$ cat config.mk
export PLATFORM = sky130hd
export DESIGN_NAME = etapa_fetch
export DESIGN_NICKNAME = d
export VERILOG_FILES = /design/src/rtl/etapa_fetch_pkg.sv /design/src/rtl/etapa_fetch_pc_reg.sv /design/src/rtl/etapa_fetch.sv
export SDC_FILE = /design/constraint.sdc
export NUM_CORES = 1
export LEC_CHECK = 0
export CORE_ASPECT_RATIO = 1.25
export CORE_MARGIN = 1.5
export CORE_UTILIZATION = 43
export CTS_CLUSTER_SIZE = 14
export DETAILED_ROUTE_END_ITERATION = 8
export GPL_ROUTABILITY_DRIVEN = 0
export GPL_TIMING_DRIVEN = 0
export HOLD_SLACK_MARGIN = 0.02
export PLACE_DENSITY = 0.78
export SLEW_MARGIN = 0
export SYNTH_ARGS = -nofsm -noshare
export SYNTH_HDL_FRONTEND = slang
export SYNTH_SLANG_ARGS = --single-unit
$ cat constraint.sdc
create_clock -name clock -period 1.71 [get_ports clock]
set_input_delay 0.342 -clock clock [delete_from_list [all_inputs] [get_ports clock]]
set_output_delay 0.342 -clock clock [all_outputs]
set_load 0.03 [all_outputs]
$ cat src/rtl/etapa_fetch_pkg.sv
// Shared definitions for the instruction-fetch stage: state encoding and constants.
// No logic; no latency; no flow control.
package etapa_fetch_pkg;

    typedef enum logic [1:0] {
        ST_IDLE  = 2'd0,
        ST_REQ   = 2'd1,
        ST_DRAIN = 2'd2,
        ST_ERR   = 2'd3
    } fetch_state_t;

    localparam logic [31:0] NOP_WORD     = 32'h0000_0013;
    localparam logic [31:0] DEF_RESET_PC = 32'h0000_0000;
    localparam logic [31:0] PC_INC       = 32'd4;

    function automatic logic pc_misaligned(input logic [31:0] addr);
        return addr[1:0] != 2'b00;
    endfunction

endpackage

$ cat src/rtl/etapa_fetch_pc_reg.sv
// Program counter: redirect load has priority over the +4 word increment.
// Updates one cycle after load/inc; no backpressure of its own.
// Wraps modulo 2^32.
module etapa_fetch_pc_reg
    import etapa_fetch_pkg::*;
#(
    parameter logic [31:0] RESET_PC = DEF_RESET_PC
) (
    input  logic        clock,
    input  logic        reset,
    input  logic        load,
    input  logic [31:0] load_pc,
    input  logic        inc,
    output logic [31:0] pc
);

    always_ff @(posedge clock or negedge reset) begin
        if (!reset) begin
            pc <= RESET_PC;
        end else if (load) begin
            pc <= load_pc;
        end else if (inc) begin
            pc <= pc + PC_INC;
        end
    end

endmodule

$ cat src/rtl/etapa_fetch.sv
// Instruction fetch: owns the PC, reads memory over req/ack, hands words to the decoder.
// Ack in cycle N -> instr_valid in N+1; zero-wait memory sustains one instruction per cycle.
// Output register stalls on !instr_ready and no new request is issued until it drains.
module etapa_fetch
    import etapa_fetch_pkg::*;
#(
    parameter logic [31:0] RESET_PC  = DEF_RESET_PC,
    parameter logic [31:0] NOP_INSTR = NOP_WORD
) (
    input  logic        clock,
    input  logic        reset,
    output logic        mem_req,
    output logic [31:0] mem_addr,
    input  logic        mem_ack,
    input  logic [31:0] mem_rdata,
    input  logic        redirect,
    input  logic [31:0] redirect_pc,
    input  logic        instr_ready,
    output logic        instr_valid,
    output logic [31:0] instr,
    output logic [31:0] pc_out,
    output logic        fetch_err
);

    fetch_state_t state, state_nxt;
    logic [31:0]  pc;
    logic [31:0]  drain_addr;
    logic         outstanding;
    logic         accept;
    logic         xfer;
    logic         redir_bad;

    // Requests depend only on state, pc and the output register, never on mem_ack.
    assign mem_req  = (state == ST_DRAIN) ||
                      ((state == ST_REQ) && (!instr_valid || instr_ready));
    assign mem_addr = (state == ST_DRAIN) ? drain_addr : pc;

    assign outstanding = mem_req && !mem_ack;
    assign accept      = (state == ST_REQ) && mem_req && mem_ack && !redirect;
    assign xfer        = instr_valid && instr_ready;
    assign redir_bad   = pc_misaligned(redirect_pc);

    etapa_fetch_pc_reg #(
        .RESET_PC (RESET_PC)
    ) u_pc_reg (
        .clock   (clock),
        .reset   (reset),
        .load    (redirect),
        .load_pc (redirect_pc),
        .inc     (accept),
        .pc      (pc)
    );

    always_ff @(posedge clock or negedge reset) begin
        if (!reset) begin
            state <= ST_IDLE;
        end else begin
            state <= state_nxt;
        end
    end

    always_comb begin
        state_nxt = state;
        if (redirect) begin
            if (outstanding) begin
                state_nxt = ST_DRAIN;
            end else if (redir_bad) begin
                state_nxt = ST_ERR;
            end else begin
                state_nxt = ST_REQ;
            end
        end else begin
            unique case (state)
                ST_IDLE:  state_nxt = ST_REQ;
                ST_REQ:   state_nxt = ST_REQ;
                // fetch_err already reflects the latest redirect target
                ST_DRAIN: if (mem_ack) state_nxt = fetch_err ? ST_ERR : ST_REQ;
                ST_ERR:   state_nxt = ST_ERR;
                default:  state_nxt = ST_IDLE;
            endcase
        end
    end

    always_ff @(posedge clock or negedge reset) begin
        if (!reset) begin
            instr_valid <= 1'b0;
            instr       <= NOP_INSTR;
            pc_out      <= 32'h0000_0000;
            fetch_err   <= 1'b0;
            drain_addr  <= RESET_PC;
        end else if (redirect) begin
            instr_valid <= 1'b0;
            instr       <= NOP_INSTR;
            fetch_err   <= redir_bad;
            // keeps the abandoned address on the bus while draining
            drain_addr  <= mem_addr;
        end else if (accept) begin
            instr_valid <= 1'b1;
            instr       <= mem_rdata;
            pc_out      <= pc;
        end else if (xfer) begin
            instr_valid <= 1'b0;
            instr       <= NOP_INSTR;
        end
    end

endmodule
==> results by group, run 1 <==
Power
  – Sequential Power Share: 0.362
  – Clock share of power: 0.337
  – Switching power: between 3000 and 4000 µW
  – Leakage: around 0.0044 µW
  – Switching portion of total power: 0.3244
  – Power Dens Cells: roughly 1200 mW/mm²
  – Comb pwr share: 0.302
  – Int Power: roughly 7500 µW
  – Design Power: ~11000 µW
  – VDD IR max: about 0.68 mV

Synthesis
  – Cells after Synth: 540
  – Synthesized area per cell: between 10 and 15 µm²
  – Syn Nets: 610
  – Sequential area share after synthesis: 0.5628
  – EDFF count, synth: 0
  – Synth Flop Type: dfrtp_1
  – Async SR Flop Fraction: 1.000
  – Flops & latches, synth: around 130
  – YS warnings: 0
  – Count of cell types in the netlist: 44
  – Synth Cell Area: 0.005876 mm²

Layout
  – Fin nets: 854
  – Reg area: 0.003322 mm²
  – Area taken by multi-input logic gates: 0.002804 mm²
  – Layout cells sized above 1: 0.3413
  – Most frequent cells in the layout: 117 x dfrtp_1, 103 x nor2_1, 65 x clkdlybuf4s50_1
  – Post-route insts no fill: roughly 970
  – Fillcell total: 944
  – Leading cell type in the layout, fill and taps excluded: dfrtp_1
  – Area added between synthesis and finish: 62.65%

Global routing
  – Met3 Use GR: 0.04892
  – Vias in the first global route: approximately 5400
  – Largest net degree at the start of global routing: between 100 and 150
  – Busiest layer in global routing: met2
  – First-pass GRT wire length: 28550 µm
  – GRT overflow: 0
  – Gr usage total: 0.2616
  – Global routing usage on met1: 0.3266
  – Antenna violations before repair: 1
  – Met2 usage: 0.4391

CTS
  – H-tree levels: 4
  – Total CTS buffers: 17
  – Root Driver: clkbuf_16
  – CTS tree: done
  – Clock latency on the worst-skew pair: around 0.43 ns
  – Clock slew at reported path FFs: 0.06 ns
  – Clock Path Buffers: 2
  – Num Clock Sinks: approximately 130

STA
  – Maximum achievable frequency: around 460 MHz
  – Clock Skews: approximately 0.012 ns
  – Setup violations, final: 114
  – Final worst setup slack: -0.4428 ns
  – Max-slew violations: 0
  – Fin Setup TNS: -20.15 ns
  – Final Hold Viols: 0
  – Relative slew slack: 0.6382
  – Period minus WS final: 2.153 ns
  – Worst-Margin Slew: 0.5427 ns
  – Fin crit share: 1.259
  – RSZ-0062 raised after global routing: true

Floorplanning
  – Die H: approximately 130 µm
  – Initial Util: 0.4421
  – Ports: about 170
  – Die Wd: 107.6 µm
  – Area of the core: around 0.013 mm²
  – Die area: between 0.01 and 0.015 mm²
  – Rows: 47

Drt
  – Iteration-0 DRC Markers: ~300
  – Detail Route Antenna Nets: 0
  – Via count: around 5300
  – Wire length per cell: just under 20 µm
  – Initial DRT Pass Iterations: 4
  – Residual DRC count: 0
  – Vias per cell: 5.426
  – Detailed Route WL: 19030 µm

Critical path
  – Startpoint Class: flop
  – CP Data Arrival Time: 1.81 ns
  – CP Cell Sequence: nor2b_4 > buf_8 > buf_12 > mux2_2 > buf_6
  – Crit. End Element: primary output
  – Max stage delay cell, worst path: dfrtp_1
  – Kind of critical path: reg -> out
  – Crit-path max cell delay: 0.42 ns
  – Critical path required time: 1.37 ns
  – Worst-path maximum fanout: 10

Outcome
  – Status: finished with violations
  – Failing checks: setup timing

Placement
  – Place WS: -0.7351 ns
  – DP Cell Count: 878
  – Port buffer count: approximately 170
  – DP Wirelength: 11620 µm

Flow run
  – Max cap viols: 0

Min path
  – Worst Hold Class: in -> async
[metrics by stage]
stage	instance area, µm²	hold WS (ns)	util
6_report	9557	0.3648	0.7191
4_1_cts	9072	0.3589	0.6826
2_1_floorplan	5913	0.04641	-
3_5_place_dp	7818	0.2394	0.5882
3_3_place_gp	7789	0.4616	0.5860
5_1_grt	9557	0.3730	0.7191
[synth_stat cells, drive strengths merged, types with 4 or more instances]
cell,n,area share
dfrtp,129,0.55
nor2,107,0.070
mux2,60,0.11
nand2,42,0.027
o21ai,34,0.029
a22o,29,0.043
clkbuf,18,0.011
xor2,16,0.024
buf,14,0.011
nand4,13,0.014
nand3,12,0.014
and3,7,0.0079
a31oi,6,0.0064
inv,5,0.0032
xnor2,5,0.0075
nor3,4,0.0043
or3,4,0.0043
[worst paths after layout]
path,start,endpoint,slack [ns],cells past startpoint
max,state[0],mem_addr[17],-0.44,5
min reg2reg,instr[13],instr[13],0.50,1
max in group asynchronous,reset,u_pc_reg.pc[19],0.51,3
max reg2reg,state[1],u_pc_reg.pc[31],-0.19,7
min,reset,instr[18],0.36,2
min in group clock,redirect_pc[10],u_pc_reg.pc[10],0.46,3
[worst max-delay path, delay by kind of cell (launching register included)]
family | cells | cell delay (ns)
simple gates | 1 | 0.16
flops | 1 | 0.42
mux | 1 | 0.37
buf+inv | 3 | 0.43
[layout make-up]
| class | count | share of cell area |
|---|---|---|
| multi-input cells | 371 | 0.2934 |
| clock inverters | 10 | 0.01388 |
| well taps | 171 | 0.02239 |
| clock buffers | 22 | 0.04857 |
| inverters | 5 | 0.001964 |
| flip-flops and latches | 132 | 0.3476 |
| diodes | 1 | 0.0002618 |
| plain buffers | 32 | 0.03456 |
| repair buffers | 225 | 0.2374 |
[cell families (layout without fill, tap and decap cells)]
logic type      count (synthesis)  in the layout  share of synthesized area
other cells                     0              1                          0
mux                            61             61                     0.1167
fa+ha+maj                       1              1                   0.002129
flops                         132            132                     0.5628
compound gates                 82             82                    0.09540
simple gates                  206            206                     0.1663
xor+xnor                       21             21                    0.03130
buf+inv                        37            294                    0.02534
[what timing repair did]
| item | 4_1_cts | 5_1_grt |
|---|---|---|
| cloned | 3 | 4 |
| setup buffers | 38 | 13 |
| endpoints found under the hold margin | 29 | 0 |
| hold buffers | 1 | 0 |
| gates resized for setup | 409 | 91 |
| setup endpoints to repair | 195 | 118 |
| pin swaps | 18 | 26 |
[flip-flops by register name, indices dropped and copies added (netlist names)]
signal,count
drain_addr,32
instr,32
pc_out,32
u_pc_reg.pc,32
state,2
fetch_err,1
instr_valid,1
[power by group through the flow]
stage          clock, µW  sequential (µW)  combinational [µW]
2_1_floorplan          0             4650                1030
6_report            3720             4000                3330
3_3_place_gp           0             4010                2970
3_5_place_dp           0             4040                3040
4_1_cts             3750             3980                3130
5_1_grt             3900             4050                3510
[metal layers]
layer  vias up  wire length (µm)
met1      2662              7573
li1       2376                 -
met3        46               845
met4         0               611
met2       174             10000
met5         -                 0
Power figures use the tool's default switching activity.
==> run 2: changes to the inputs <==
--- a/config.mk
+++ b/config.mk
@@ -5,15 +5,17 @@
 export SDC_FILE = /design/constraint.sdc
 export NUM_CORES = 1
 export LEC_CHECK = 0
+export CELL_PAD_IN_SITES_DETAIL_PLACEMENT = 1
+export CELL_PAD_IN_SITES_GLOBAL_PLACEMENT = 2
 export CORE_ASPECT_RATIO = 1.25
 export CORE_MARGIN = 1.5
-export CORE_UTILIZATION = 43
+export CORE_UTILIZATION = 27
 export CTS_CLUSTER_SIZE = 14
 export DETAILED_ROUTE_END_ITERATION = 8
 export GPL_ROUTABILITY_DRIVEN = 0
 export GPL_TIMING_DRIVEN = 0
 export HOLD_SLACK_MARGIN = 0.02
-export PLACE_DENSITY = 0.78
+export PLACE_DENSITY = 0.79
 export SLEW_MARGIN = 0
 export SYNTH_ARGS = -nofsm -noshare
 export SYNTH_HDL_FRONTEND = slang
==> run 2 against run 1 <==
Effect of this change: the flow still finishes with violations (setup timing); largest cell class unchanged; total power increased by 0.64%; fmax grew 2.1%; die area grew 58%.
==> results by group, run 2 (synthesis gave the netlist of run 1 again) <==
CTS
  – Clock latency on the worst-skew pair: 0.43 ns
  – H-tree levels: 4
  – Clock slew at reported path FFs: about 0.06 ns
  – Clock Path Buffers: 2
  – Total CTS buffers: 17
  – CTS tree: done
  – Num Clock Sinks: 132
  – Root Driver: clkbuf_16

Drt
  – Detail Route Antenna Nets: 0
  – Wire length per cell: 19.06 µm
  – Vias per cell: 4.733
  – Via count: a little over 5000
  – Iteration-0 DRC Markers: 141
  – Initial DRT Pass Iterations: 4
  – Residual DRC count: 0
  – Detailed Route WL: 20280 µm

STA
  – Fin crit share: 1.233
  – Final Hold Viols: 0
  – Clock Skews: about 0.0076 ns
  – Max-slew violations: 0
  – Period minus WS final: ~2.1 ns
  – Worst-Margin Slew: about 0.60 ns
  – Fin Setup TNS: -16.72 ns
  – Maximum achievable frequency: 474.3 MHz
  – RSZ-0062 raised after global routing: true
  – Final worst setup slack: -0.3984 ns
  – Setup violations, final: 82
  – Relative slew slack: 0.6001

Layout
  – Leading cell type in the layout, fill and taps excluded: dfrtp_1
  – Area taken by multi-input logic gates: around 0.0027 mm²
  – Area added between synthesis and finish: 59.71%
  – Util after Layout: 0.4371
  – Reg area: 0.003328 mm²
  – Final instance area: around 0.0094 mm²
  – Fillcell total: 2381
  – Post-route insts no fill: about 1100
  – Layout cells sized above 1: 0.3214
  – Fin nets: about 840
  – Most frequent cells in the layout: 112 x dfrtp_1, 103 x nor2_1, 66 x clkdlybuf4s50_1

Power
  – VDD IR max: approximately 0.75 mV
  – Design Power: approximately 11000 µW
  – Leakage: around 0.0042 µW
  – Power Dens Cells: about 1200 mW/mm²

Placement
  – DP Cell Count: 986
  – Port buffer count: approximately 170
  – DP Area: 0.007953 mm²
  – DP Wirelength: about 14000 µm

Floorplanning
  – Ports: between 150 and 200
  – Die area: roughly 0.023 mm²
  – Rows: 60
  – Initial Util: 0.2737
  – Die H: approximately 170 µm
  – Die Wd: ~130 µm
  – Area of the core: 0.02147 mm²

Global routing
  – Vias in the first global route: ~5600
  – Largest net degree at the start of global routing: 94
  – Gr usage total: 0.1831
  – GRT overflow: 0
  – Antenna violations before repair: 1
  – First-pass GRT wire length: 31440 µm

Critical path
  – CP Cell Sequence: nor2b_4 > buf_12 > clkbuf_16 > mux2_4 > buf_6
  – Critical R2R Capture: instr[29]
  – Startpoint Class: flop
  – WP buf/inv: 3
  – Worst reg2reg path depth: 9
  – Worst-path maximum fanout: 8
  – Crit. End Element: primary output
  – CP Data Arrival Time: 1.77 ns
  – Critical path required time: around 1.4 ns
  – Crit-path max cell delay: 0.41 ns
  – Family with the most delay on the worst path: buffers and inverters
  – Worst R2R Start: state[0]
  – R2r setup slk: -0.17 ns
  – Max stage delay cell, worst path: dfrtp_1
  – Kind of critical path: reg -> out

Min path
  – Worst Hold Class: in -> async

Outcome
  – Failing checks: setup timing
  – Status: finished with violations

Flow run
  – Max cap viols: 0
[run 2: where the power goes]
part	internal [µW]	switching (µW)	leakage (µW)
registers	3650	346	0.00159
logic	1360	1820	0.00233
clock network	2450	1490	0.000304
[run 2: final cells by class]
type | count | share of cell area
sequential | 132 | 0.3547
multi-input combinational | 371 | 0.2924
timing repair buffer | 212 | 0.2180
clock buffer | 17 | 0.04533
tap | 279 | 0.03720
buffer | 32 | 0.02813
clock inverter | 15 | 0.02200
inverter | 5 | 0.002000
antenna | 1 | 0.0002667
[run 2: stage by stage]
step           hold slack (ns)  setup slack [ns]
3_3_place_gp            0.4623            -5.526
4_1_cts                 0.3922           -0.4478
2_1_floorplan          0.04641          -0.08595
3_5_place_dp            0.2803           -0.8012
6_report                0.3897           -0.3984
5_1_grt                 0.4084           -0.4639
[run 2: worst max-delay path by stage]
stage | start | endpoint | slack (ns) | depth (start not counted)
final | state[0] | mem_addr[18] | -0.40 | 5
after global routing | state[0] | mem_req | -0.46 | 6
after CTS | state[0] | mem_addr[26] | -0.45 | 5
after detailed placement | state[0] | mem_addr[25] | -0.80 | 5
after global placement | reset | u_pc_reg.pc[10] | -5.53 | 1
after floorplan | instr_valid | instr[21] | -0.09 | 7
[run 2: worst register-to-register path, cell delays in order (launching register included)]
cell      delay [ns]
dfrtp_1         0.39
buf_4           0.13
buf_4           0.10
nand2b_2        0.12
nor2_4          0.16
nand2_2         0.13
and2_1          0.18
buf_2           0.18
buf_4           0.19
a22o_1          0.19
[run 2: what timing repair did]
| item | CTS | global route |
|---|---|---|
| hold buffers | 1 | 0 |
| pin swaps | 13 | 12 |
| cloned | 0 | 3 |
| buffers inserted | 26 | 15 |
| gates resized for setup | 381 | 60 |
| endpoints found under the setup margin | 199 | 109 |
| endpoints found under the hold margin | 39 | 0 |
[run 2: metal layers]
metal | up-vias | track usage | wire length (µm)
met3 | 28 | 0.04306 | 747
met2 | 105 | 0.3260 | 10850
met5 | - | 0 | 0
li1 | 2342 | - | -
met1 | 2561 | 0.2132 | 8156
met4 | 0 | 0.06592 | 527
==> run 3: changes to the inputs <==
--- a/config.mk
+++ b/config.mk
@@ -16,6 +16,8 @@
 export GPL_TIMING_DRIVEN = 0
 export HOLD_SLACK_MARGIN = 0.02
 export PLACE_DENSITY = 0.79
+export REMOVE_ABC_BUFFERS = 1
+export SETUP_SLACK_MARGIN = 0.2
 export SLEW_MARGIN = 0
 export SYNTH_ARGS = -nofsm -noshare
 export SYNTH_HDL_FRONTEND = slang
==> run 3 against run 2 <==
Effect of this change: the run still ends with setup timing left; count of clock-buffer cells in the layout did not move; clock power fell by 4%; wire length rose by 7.5%; largest power group unchanged.
==> results by group, run 3 (synthesis gave the netlist of run 1 again) <==
Floorplanning
  – Die Wd: roughly 130 µm
  – Initial Util: 0.2737
  – Die area: about 0.023 mm²
  – Area of the core: 0.02147 mm²
  – Rows: 60
  – Ports: between 150 and 200
  – Die H: roughly 170 µm

Critical path
  – R2r setup slk: -0.35 ns
  – Worst-path maximum fanout: 6
  – CP Cell Sequence: nor2b_4 > buf_6 > buf_12 > buf_12 > mux2_4 > buf_6
  – CP Data Arrival Time: ~1.8 ns
  – Crit-path max cell delay: approximately 0.37 ns
  – Max stage delay cell, worst path: dfrtp_1
  – Worst R2R Start: state[1]
  – Crit. End Element: primary output
  – Critical R2R Capture: u_pc_reg.pc[27]
  – Startpoint Class: flop
  – Kind of critical path: reg -> out
  – WP buf/inv: 4
  – Critical path required time: between 1 and 1.5 ns
  – Family with the most delay on the worst path: buffers and inverters
  – Worst reg2reg path depth: 10

Drt
  – Detailed Route WL: 21800 µm
  – Wire length per cell: approximately 20 µm
  – Initial DRT Pass Iterations: 4
  – Via count: approximately 5300
  – Iteration-0 DRC Markers: 140
  – Detail Route Antenna Nets: 0
  – Residual DRC count: 0
  – Vias per cell: around 4.8

Layout
  – Leading cell type in the layout, fill and taps excluded: dfrtp_1
  – Ant diodes: 0
  – Fillcell total: around 2300
  – Util after Layout: 0.4741
  – Layout cells sized above 1: 0.4738
  – Fin nets: between 800 and 900
  – Post-route insts no fill: 1100
  – Most frequent cells in the layout: 116 x dfrtp_1, 88 x nor2_1, 67 x buf_6
  – Area added between synthesis and finish: 73.25%

Power
  – VDD IR max: 0.7151 mV
  – Design Power: between 10000 and 15000 µW
  – Leakage: roughly 0.0045 µW
  – Power Dens Cells: 1122 mW/mm²

Placement
  – DP Wirelength: around 12000 µm
  – Place WS: -1.480 ns
  – Port buffer count: 167
  – DP Cell Count: approximately 960

Min path
  – Worst Hold Class: in -> reg
  – Hold Startpoint: redirect
  – Hold Path End: u_pc_reg.pc[19]
  – Hold path depth: 3

Outcome
  – Status: finished with violations
  – Failing checks: setup timing

CTS
  – CTS tree: done
  – Clock latency on the worst-skew pair: ~0.43 ns
  – Total CTS buffers: 17
  – Clock Path Buffers: 2
  – Num Clock Sinks: 132
  – Clock slew at reported path FFs: approximately 0.060 ns
  – Root Driver: clkbuf_16
  – H-tree levels: 4

STA
  – Period minus WS final: around 2.2 ns
  – RSZ-0062 raised after global routing: true
  – Final worst setup slack: -0.4701 ns
  – Fin Setup TNS: -39.07 ns
  – Max-slew violations: 0
  – Setup violations, final: approximately 130
  – Final Hold Viols: 0
  – Worst-Margin Slew: ~0.74 ns
  – Fin crit share: 1.275
  – Relative slew slack: 0.5081
  – Maximum achievable frequency: roughly 460 MHz
  – Clock Skews: 0.01433 ns

Global routing
  – Gr usage total: 0.1933
  – Antenna violations before repair: 0
  – Largest net degree at the start of global routing: 92
  – Vias in the first global route: about 6000
  – First-pass GRT wire length: about 34000 µm
  – GRT overflow: 0

Flow run
  – Max cap viols: 0
## run 3: cell count changes in the layout (fill, tap and decap cells not counted), moves of 9 or more
cell             delta
clkbuf_1            -9
nor2_2             +10
nor2_1             -15
clkbuf_2           +28
buf_12             +10
dlygate4sd2_1      -62
buf_4              +13
buf_6              +25
o21ai_1            +14
o21ai_0            -13
clkdlybuf4s15_2    +27
## run 3: per-stage QoR
stage                     hold slack (ns)  instance area, µm²
after floorplan                   0.04641                5746
after global placement             0.4664                7766
after detailed placement           0.4222                7879
after CTS                          0.3922                9876
after global routing               0.4166               10180
final                              0.3910               10180
## run 3: power breakdown
part	total [µW]	switching (µW)	leakage, µW	internal [µW]
Sequential	4010	360	0.00159	3650
Combinational	3620	1950	0.00262	1670
Clock	3790	1490	0.000294	2300
Total	11400	3800	0.00451	7620
## run 3: worst max path at each step
stage,end,depth (start not counted),startpoint,slack [ns]
final,mem_addr[22],6,state[1],-0.47
after global routing,mem_addr[22],6,state[0],-0.52
after CTS,mem_addr[12],6,state[0],-0.45
after detailed placement,pc_out[24],5,redirect,-1.48
after global placement,pc_out[24],4,redirect,-5.38
after floorplan,drain_addr[21],4,state[0],-1.41
## run 3: worst min-delay path, cell delays in order
cell	delay (ns)
buf_8	0.24
nand2_1	0.12
o21ai_1	0.05
## run 3: cell type report
type	count	area, µm²	share of cell area
repair buffers	279	2927	0.2875
flip-flops and latches	132	3323	0.3264
well taps	279	349.1	0.03429
inverters	5	23.77	0.002335
clock buffers	17	425.4	0.04179
multi-input cells	373	2950	0.2898
clock inverters	15	181.4	0.01782
## run 3: repair_timing
action,in CTS,in global routing
pin swaps,42,42
hold buffers,1,0
cloned,8,2
buffers inserted,75,23
hold endpoints to repair,72,0
endpoints found under the setup margin,223,190
resized for setup,556,100
## run 3: per-layer routing
metal | part of all wire | track usage | wire length, µm | up-vias
li1 | - | - | - | 2420
met1 | 0.41 | 0.2298 | 8910 | 2687
met2 | 0.53 | 0.3434 | 11590 | 132
met3 | 0.041 | 0.03734 | 886 | 21
met4 | 0.019 | 0.07200 | 414 | 0
met5 | 0 | 0 | 0 | -
